$ cat src/rtl/rtc_read_sequencer.sv
// Reads the eleven RTC time/timer registers over the multiplexed address/data bus,
// converts each BCD value to binary and replays the results to the display during blanking.
module rtc_read_sequencer #(
    parameter int unsigned T_PHASE = 4,
    parameter int unsigned PRE_PAD = 3
) (
    input  logic       clk,
    input  logic       reset,
    input  logic       start,
    input  logic       stream_en,
    input  logic [7:0] ad_in,
    output logic [7:0] ad_out,
    output logic       ad_oe,
    output logic       cs_n,
    output logic       rd_n,
    output logic       wr_n,
    output logic       ad_n,
    output logic [7:0] dato_rtc,
    output logic       inicio_secuencia,
    output logic       busy,
    output logic       bcd_err
);

    localparam int unsigned NUM_REGS   = 11;
    localparam int unsigned YEAR_IDX   = 5;
    localparam int unsigned STREAM_LEN = PRE_PAD + NUM_REGS;
    localparam int unsigned SCNT_W     = $clog2(STREAM_LEN + 1);

    localparam logic [3:0]        PHASE_LAST  = 4'(T_PHASE - 1);
    localparam logic [3:0]        INDEX_LAST  = 4'(NUM_REGS - 1);
    localparam logic [SCNT_W-1:0] STREAM_LAST = SCNT_W'(STREAM_LEN - 1);
    localparam logic [SCNT_W-1:0] PAD_LEN     = SCNT_W'(PRE_PAD);

    typedef enum logic [2:0] {
        S_IDLE, S_ADDR, S_GAP1, S_READ, S_GAP2, S_CONV, S_WAIT_EN, S_STREAM
    } state_e;

    state_e            state_q, state_d;
    logic [3:0]        phase_q, phase_d;
    logic [3:0]        index_q, index_d;
    logic [SCNT_W-1:0] scnt_q, scnt_d;
    logic [7:0]        raw_q;
    logic              bcd_err_q;
    logic [7:0]        buf_q [NUM_REGS];

    logic       phase_last;
    logic [7:0] masked;
    logic       nib_bad;
    logic [7:0] bin_val;

    function automatic logic [7:0] reg_addr(input logic [3:0] idx);
        logic [7:0] a;
        unique case (idx)
            4'd0:    a = 8'h21;
            4'd1:    a = 8'h22;
            4'd2:    a = 8'h23;
            4'd3:    a = 8'h24;
            4'd4:    a = 8'h25;
            4'd5:    a = 8'h26;
            4'd6:    a = 8'h27;
            4'd7:    a = 8'h28;
            4'd8:    a = 8'h41;
            4'd9:    a = 8'h42;
            4'd10:   a = 8'h43;
            default: a = 8'h00;
        endcase
        return a;
    endfunction

    assign phase_last = (phase_q == PHASE_LAST);

    // The year register keeps bit 7; the others carry control flags there.
    always_comb begin
        masked  = (index_q == 4'(YEAR_IDX)) ? raw_q : (raw_q & 8'h7F);
        nib_bad = (masked[7:4] > 4'd9) || (masked[3:0] > 4'd9);
        bin_val = nib_bad ? 8'hFF
                          : (({4'd0, masked[7:4]} * 8'd10) + {4'd0, masked[3:0]});
    end

    // NOTE: state registers use non-blocking assignments so every flop samples pre-edge values.
    always_ff @(posedge clk or posedge reset) begin
        if (reset) begin
            state_q   <= S_IDLE;
            phase_q   <= '0;
            index_q   <= '0;
            scnt_q    <= '0;
            raw_q     <= '0;
            bcd_err_q <= 1'b0;
        end else begin
            state_q <= state_d;
            phase_q <= phase_d;
            index_q <= index_d;
            scnt_q  <= scnt_d;
            if (state_q == S_READ && phase_last) begin
                raw_q <= ad_in;
            end
            if (state_q == S_IDLE && start) begin
                bcd_err_q <= 1'b0;
            end else if (state_q == S_CONV && nib_bad) begin
                bcd_err_q <= 1'b1;
            end
        end
    end

    // NOTE: the result buffer is reset explicitly because a defined all-zero
    // replay is required before the first completed read sequence.
    always_ff @(posedge clk or posedge reset) begin
        if (reset) begin
            for (int i = 0; i < NUM_REGS; i++) begin
                buf_q[i] <= '0;
            end
        end else if (state_q == S_CONV) begin
            buf_q[index_q] <= bin_val;
        end
    end

    // NOTE: every signal assigned here gets a default first, so no latch can be inferred.
    always_comb begin
        state_d = state_q;
        phase_d = phase_q;
        index_d = index_q;
        scnt_d  = scnt_q;
        unique case (state_q)
            S_IDLE: begin
                if (start) begin
                    state_d = S_ADDR;
                    phase_d = '0;
                    index_d = '0;
                end
            end
            S_ADDR, S_GAP1, S_READ, S_GAP2: begin
                if (phase_last) begin
                    phase_d = '0;
                    unique case (state_q)
                        S_ADDR:  state_d = S_GAP1;
                        S_GAP1:  state_d = S_READ;
                        S_READ:  state_d = S_GAP2;
                        default: state_d = S_CONV;
                    endcase
                end else begin
                    phase_d = phase_q + 4'd1;
                end
            end
            S_CONV: begin
                phase_d = '0;
                if (index_q == INDEX_LAST) begin
                    state_d = S_WAIT_EN;
                end else begin
                    index_d = index_q + 4'd1;
                    state_d = S_ADDR;
                end
            end
            S_WAIT_EN: begin
                if (stream_en) begin
                    state_d = S_STREAM;
                    scnt_d  = '0;
                end
            end
            S_STREAM: begin
                if (scnt_q == STREAM_LAST) begin
                    state_d = S_IDLE;
                    scnt_d  = '0;
                end else begin
                    scnt_d = scnt_q + 1'b1;
                end
            end
            default: state_d = S_IDLE;
        endcase
    end

    // Outputs decode straight from registered state, so reset releases the bus at once.
    always_comb begin
        cs_n             = 1'b1;
        rd_n             = 1'b1;
        wr_n             = 1'b1;
        ad_n             = 1'b1;
        ad_oe            = 1'b0;
        ad_out           = 8'h00;
        dato_rtc         = 8'h00;
        inicio_secuencia = 1'b0;
        unique case (state_q)
            S_ADDR: begin
                cs_n   = 1'b0;
                ad_n   = 1'b0;
                wr_n   = 1'b0;
                ad_oe  = 1'b1;
                ad_out = reg_addr(index_q);
            end
            S_GAP1: begin
                ad_oe  = (phase_q == 4'd0);
                ad_out = (phase_q == 4'd0) ? reg_addr(index_q) : 8'h00;
            end
            S_READ: begin
                cs_n = 1'b0;
                rd_n = 1'b0;
            end
            S_STREAM: begin
                inicio_secuencia = 1'b1;
                if (scnt_q >= PAD_LEN) begin
                    dato_rtc = buf_q[4'(scnt_q - PAD_LEN)];
                end
            end
            default: ;
        endcase
    end

    assign busy    = (state_q != S_IDLE);
    assign bcd_err = bcd_err_q;

endmodule
$ cat config.mk
export PLATFORM = sky130hd
export DESIGN_NAME = rtc_read_sequencer
export DESIGN_NICKNAME = d
export VERILOG_FILES = /design/src/rtl/rtc_read_sequencer.sv
export SDC_FILE = /design/constraint.sdc
export NUM_CORES = 1
export LEC_CHECK = 0
export BUFFER_PORTS_ARGS = -buffer_cell sky130_fd_sc_hd__buf_2
export CAP_MARGIN = 30
export CORE_ASPECT_RATIO = 1.4
export CORE_MARGIN = 2
export CORE_UTILIZATION = 60
export CTS_CLUSTER_SIZE = 8
export DETAILED_ROUTE_END_ITERATION = 10
export GPL_ROUTABILITY_DRIVEN = 0
export PLACE_DENSITY_LB_ADDON = 0.3
export RECOVER_POWER = 100
export SLEW_MARGIN = 0
export SYNTH_ARGS = -nofsm -noshare
export SYNTH_HDL_FRONTEND = slang
export SYNTH_SLANG_ARGS = --single-unit
$ cat constraint.sdc
create_clock -name clk -period 11.6 [get_ports clk]
set_clock_uncertainty 0.1 [all_clocks]
set_input_delay 3.48 -clock clk [delete_from_list [all_inputs] [get_ports clk]]
set_output_delay 3.48 -clock clk [all_outputs]
set_load 0.01 [all_outputs]
== Word level (Yosys, flattened, before mapping) ==
Memories as Yosys holds them, arrays and structs flattened.
Cells that the tools add are included.

* Bits in latches: 0
* Word-level logic and storage cells: 101
* Bits in writable memories: 0
* Flip-flop bits (word level): 112
* Memory bits (read-only): 192
* Memories kept: 2

* Bitwise gates (word level): 2
* $lt $le $gt $ge: 6
* Add/sub/neg operators: 5
* Shifts and indexed selects: 0
* Reduce and logical (&&, ||, !) cells: 18
* Divide/modulo/power cells: 0
* $mul: 1
* Equal/unequal tests: 16
* Muxes and demuxes: 34

{| class="wikitable"
|+ Memories
! name !! words !! bits a word !! read ports !! clocked after Yosys merged registers in !! write ports !! line !! text
|-
| (name not given) || 16 || 6 || 1 || 0 || 0 || 53 || <nowiki>unique case (idx)</nowiki>
|-
| (name not given) || 16 || 6 || 1 || 0 || 0 || 53 ||
|}

{| class="wikitable"
|+ Operators with widths
! cell !! count
|-
| bitwise mux 88 bit || 1
|-
| two-way mux 8 bit || 8
|-
| binary-select mux 8 bit (select 4 bit) || 1
|-
| demux 8 bit (select 4 bit) || 1
|-
| two-way mux 4 bit || 5
|-
| one-hot mux 4 bit (2 select lines) || 2
|-
| one-hot mux 8 bit (2 select lines) || 1
|-
| two-way mux 3 bit || 5
|-
| one-hot mux 3 bit (5 select lines) || 1
|-
| adder 4 x 1 -> 4 bit, second input constant || 3
|-
| equality test 3 bit, second input constant || 4
|-
| one-hot mux 4 bit (3 select lines) || 1
|-
| greater-or-equal comparator 5 bit, second input constant || 2
|-
| != test 2 bit, second input constant || 5
|-
| inverter 4 -> 5 bit || 2
|-
| one-hot mux 3 bit (3 select lines) || 1
|-
| adder 8 x 4 -> 8 bit || 1
|-
| equality test 4 bit, second input constant || 2
|-
| greater-than comparator 4 bit, second input constant || 2
|-
| multiplier 4 x 3 -> 7 bit, second input constant || 1
|-
| equality test 3 x 2 -> 1 bit, second input constant || 2
|-
| two-way mux 1 bit || 6
|-
| nonzero test 2 bit || 3
|-
| nonzero test 3 bit || 2
|-
| 16 further kinds || 20
|}

== Logic depth before layout (Yosys ltp) ==
* Word-level depth: 7
* Depth in mapped cells: 11
* Gate-level depth less buffers: 10

== Least setup slack after synthesis ==
No wires, ideal clock.

* Path type: register -> output
* From: reg scnt_q[1]
* To: out dato_rtc[1]
* Data arrival time: 1.723 ns
* Cell stages (with the launch flop): 8
* Path buffers: 2
* Slack: 6.297 ns
* Path through: dfrtp_1 -> inv_1 -> ha_1 -> buf_2 -> buf_2 -> mux2_2 -> a22oi_1 -> o221ai_1

* Cells in the longest elaborated chain, start to end: 7

{| class="wikitable"
|+ RTL lines
! element !! line !! text
|-
| start, declared || 41 || <nowiki>logic [SCNT_W-1:0] scnt_q, scnt_d;</nowiki>
|-
| start signal, assigned || 93 || <nowiki>scnt_q <= scnt_d;</nowiki>
|-
| subtractor 4 x 2 -> 4 bit || 200 || <nowiki>dato_rtc = buf_q[4'(scnt_q - PAD_LEN)];</nowiki>
|-
| inverter 4 -> 5 bit (not written as such) || 200 ||
|-
| binary-select mux 8 bit (select 4 bit) || 200 ||
|-
| two-way mux 8 bit (not written as such) (2 in series) || 200 ||
|-
| two-way mux 8 bit (*) || 199 || <nowiki>if (scnt_q >= PAD_LEN) begin</nowiki>
|-
| two-way mux 8 bit (*) || 181 || <nowiki>unique case (state_q)</nowiki>
|-
| end, declared || 18 || <nowiki>output logic [7:0] dato_rtc,</nowiki>
|}

Mark *: on every way between the ends. The rest lies on a longest branch, timed or not. The select of a mux whose other input is x is not followed.

== Worst setup path in the final report ==
* From: reg scnt_q[0]
* To: out dato_rtc[3]

Same word-level chain as after synthesis.

==> flow_summary.toml <==
[synthesis]
synth_area_sq_um = 5920
yosysWarnings = 0
synth_most_common_cell = "dfrtp_1"
synth-async-reset-ratio = 1.00
synth_cell_types = 59
ys_seq_area_frac = 0.473
ys_ff_latch = 112
synth_enable_flop_cells = 0
yosysTopAreaCellShare = 0.473
syn_inst = 594
synthTopCellsByArea = "dfrtp_1, mux4_2, nor2_1"
synth_top_area_cell = "dfrtp_1"
yosys-top-cells-count = "dfrtp_1, nor2_1, nand2_1"
synth.avg_cell_area_sq_um = 9.97
synth_flop_cell = "dfrtp_1"

[floorplanning]
die_area_sq_um = 10700
core-area_sq_um = 9510
die_w_um = 88.0
die_h_um = 122
initial_core_util = 0.622
rows = 42
io_pins = 36

[sta]
fin_crit_ns = 7.71
slew_viol_final = 164
rsz0062_at_grt = "false"
max_freq_ghz = 0.130
finalHoldViolations = 0
finalSetupViolCount = 0
finalCritPeriodShare = 0.665
relSlewSlack = -0.998
tns_ns = 0
tightest_slew_ns = 3.00

[clock_tree]
cts_tree = "done"
numCtsBuffers = 9
h-tree-depth = 3
postCtsHoldBufs = 0
path_clk_slew_ns = 0.07
cts_buffer_depth = 2
root_buffer = "clkbuf_16"
insertion_delay_ns = 0.36
clock-sinks = 112
cts_setup_buffers = 0
ctsResizeCount = 0

[global_routing]
grtUsageMet1 = 0.353
busiest_layer = "met2"
use_met2 = 0.454
grtUsageTotal = 0.272
grt_pass1_wl_um = 22000
antenna_found_initial = 0
gr-total-overflow = 0
grt_max_degree = 60
use_met3 = 0.0467
grt_pass1_vias = 4393

[worst_setup_path]
worstRegToRegCells = 6
crit_path_end_kind = "output pin"
cp_data_arrival_time_ns = 4.13
critPathRequiredTime_ns = 8.02
crit_chain = "clkbuf_1 -> ha_1 -> nor2b_1 -> a22oi_1 -> o221ai_1 -> clkbuf_1"
r2r_slack_ns = 7.60
path_delay_family = "buffers and inverters"
crit_buf_inv = 2
r2r_end = "buf_q[41]$_DFFE_PP0P_"
r2r_start = "index_q[1]$_DFFE_PP0P_"
cp_slowest_cell = "clkbuf_1"
crit_top_cell = "clkbuf_1"
crit_type = "reg2out"
setup.worst_path.start_class = "flop"
cp_max_fo = 32
cpPeakStageDelay_ns = 1.41

[status]
status = "complete, but fails checks"
violations = "capacitance limit, slew limit"

[place]
place.port_buffers = 33
hpwlAfterDp_um = 9490

[cells_and_area]
nets = 627
diodes = 0
seqCellArea_sq_um = 2800
drive_above_1_share = 0.112
area_growth_syn_to_layout_pct = 6.15
multi_input_area_sq_um = 2730
fill_cells = 766
final_util = 0.661

[routing]
ant_nets = 0
drtIter0Drc = 365
vias = 4574
first_pass_iters = 7
wirelength_um = 13300
avgViaCountPerCell = 6.25
drc = 0
wl_per_cell_um = 18.1

[min_path]
hp-class = "reg2reg"
worstHoldStart = "buf_q[74]$_DFFE_PP0P_"
min_path_cells = 2
min_to = "buf_q[74]$_DFFE_PP0P_"

[power_and_ir_drop]
powerDensity_nw_per_um2 = 231
peakVddDrop_mv = 0.144
cellLeakagePower_uw = 0.00284

[flow_run]
drv_cap = 4
[how the worst max path moves through the flow]
stage / from / to / slack [ns] / depth (start not counted)
floorplan: reset / bcd_err$_DFFE_PP0P_ / 5.06 / 1
global placement: scnt_q[0]$_DFFE_PP0P_ / dato_rtc[3] / 5.15 / 6
detailed placement: scnt_q[0]$_DFFE_PP0P_ / dato_rtc[3] / 5.46 / 6
CTS: scnt_q[0]$_DFFE_PP0P_ / dato_rtc[7] / 5.06 / 6
global route: reset / scnt_q[3]$_DFFE_PP0P_ / 3.12 / 3
finish: scnt_q[0]$_DFFE_PP0P_ / dato_rtc[3] / 3.89 / 6
[per-layer routing]
metal,vias to the layer above,share of wire
li1,2102,-
met1,2283,0.41
met2,158,0.52
met4,0,0.026
met3,31,0.046
met5,-,0
[sequential cells by signal, summed over array words and instances (netlist names)]
signal,count
scnt_q,4
index_q,4
phase_q,4
state_q,3
raw_q,8
buf_q,88
bcd_err,1
[through the flow]
| stage | hold slack (ns) | instances | area (sq um) | power, uW | setup WS, ns |
|---|---|---|---|---|---|
| global route | 0.425 | 732 | 6280 | 1540 | 3.12 |
| global placement | 0.358 | 716 | 6010 | 1090 | 5.15 |
| floorplan | 0.344 | 595 | 5920 | 991 | 5.06 |
| detailed placement | 0.370 | 717 | 6020 | 1120 | 5.46 |
| CTS | 0.386 | 731 | 6350 | 1470 | 5.06 |
| finish | 0.382 | 732 | 6280 | 1450 | 3.89 |
[tightest hold or removal path, stage by stage (launching register included)]
cell,delay (ns)
dfrtp_1,0.34
nand2_1,0.05
o21ai_0,0.06
[cells in the final DEF, fill, tap and decap left out, types with 5 or more instances in the layout]
| master | Yosys | layout |
|---|---|---|
| a31oi_1 | 25 | 25 |
| dfrtp_1 | 112 | 112 |
| o221ai_1 | 8 | 8 |
| inv_1 | 23 | 23 |
| nor2_1 | 69 | 69 |
| a21oi_1 | 35 | 35 |
| nor3_1 | 5 | 6 |
| ha_1 | 16 | 16 |
| clkbuf_1 | 18 | 26 |
| a22oi_1 | 9 | 9 |
| mux2_2 | 17 | 17 |
| clkbuf_16 | 0 | 9 |
| nand2_1 | 54 | 54 |
| nand2b_1 | 5 | 5 |
| and3_1 | 17 | 17 |
| nand3_1 | 23 | 23 |
| a21o_1 | 7 | 7 |
| o21ai_0 | 40 | 48 |
| buf_2 | 12 | 12 |
| mux4_2 | 16 | 16 |
[kinds of logic after synthesis]
| kind of cell | share of synthesized area |
|---|---|
| buffers and inverters | 0.0615 |
| other | 0.000633 |
| AND/OR/NAND/NOR | 0.157 |
| multiplexers | 0.100 |
| XOR/XNOR | 0.00888 |
| adder cells (fa/ha/maj) | 0.0406 |
| flip-flops | 0.473 |
| AO/OA/AOI/OAI | 0.158 |
[final cells by class]
class,count,share of cell area
clock buffer,10,0.0364
clock inverter,4,0.0151
inverter,25,0.0151
multi-input combinational,411,0.434
sequential,112,0.446
tap,132,0.0263
timing repair buffer,38,0.0269
[report_power, final]
part | switching (uW) | internal [uW]
combinational | 369 | 212
sequential | 73.2 | 454
clock | 138 | 208
Power figures use the tool's default switching activity.
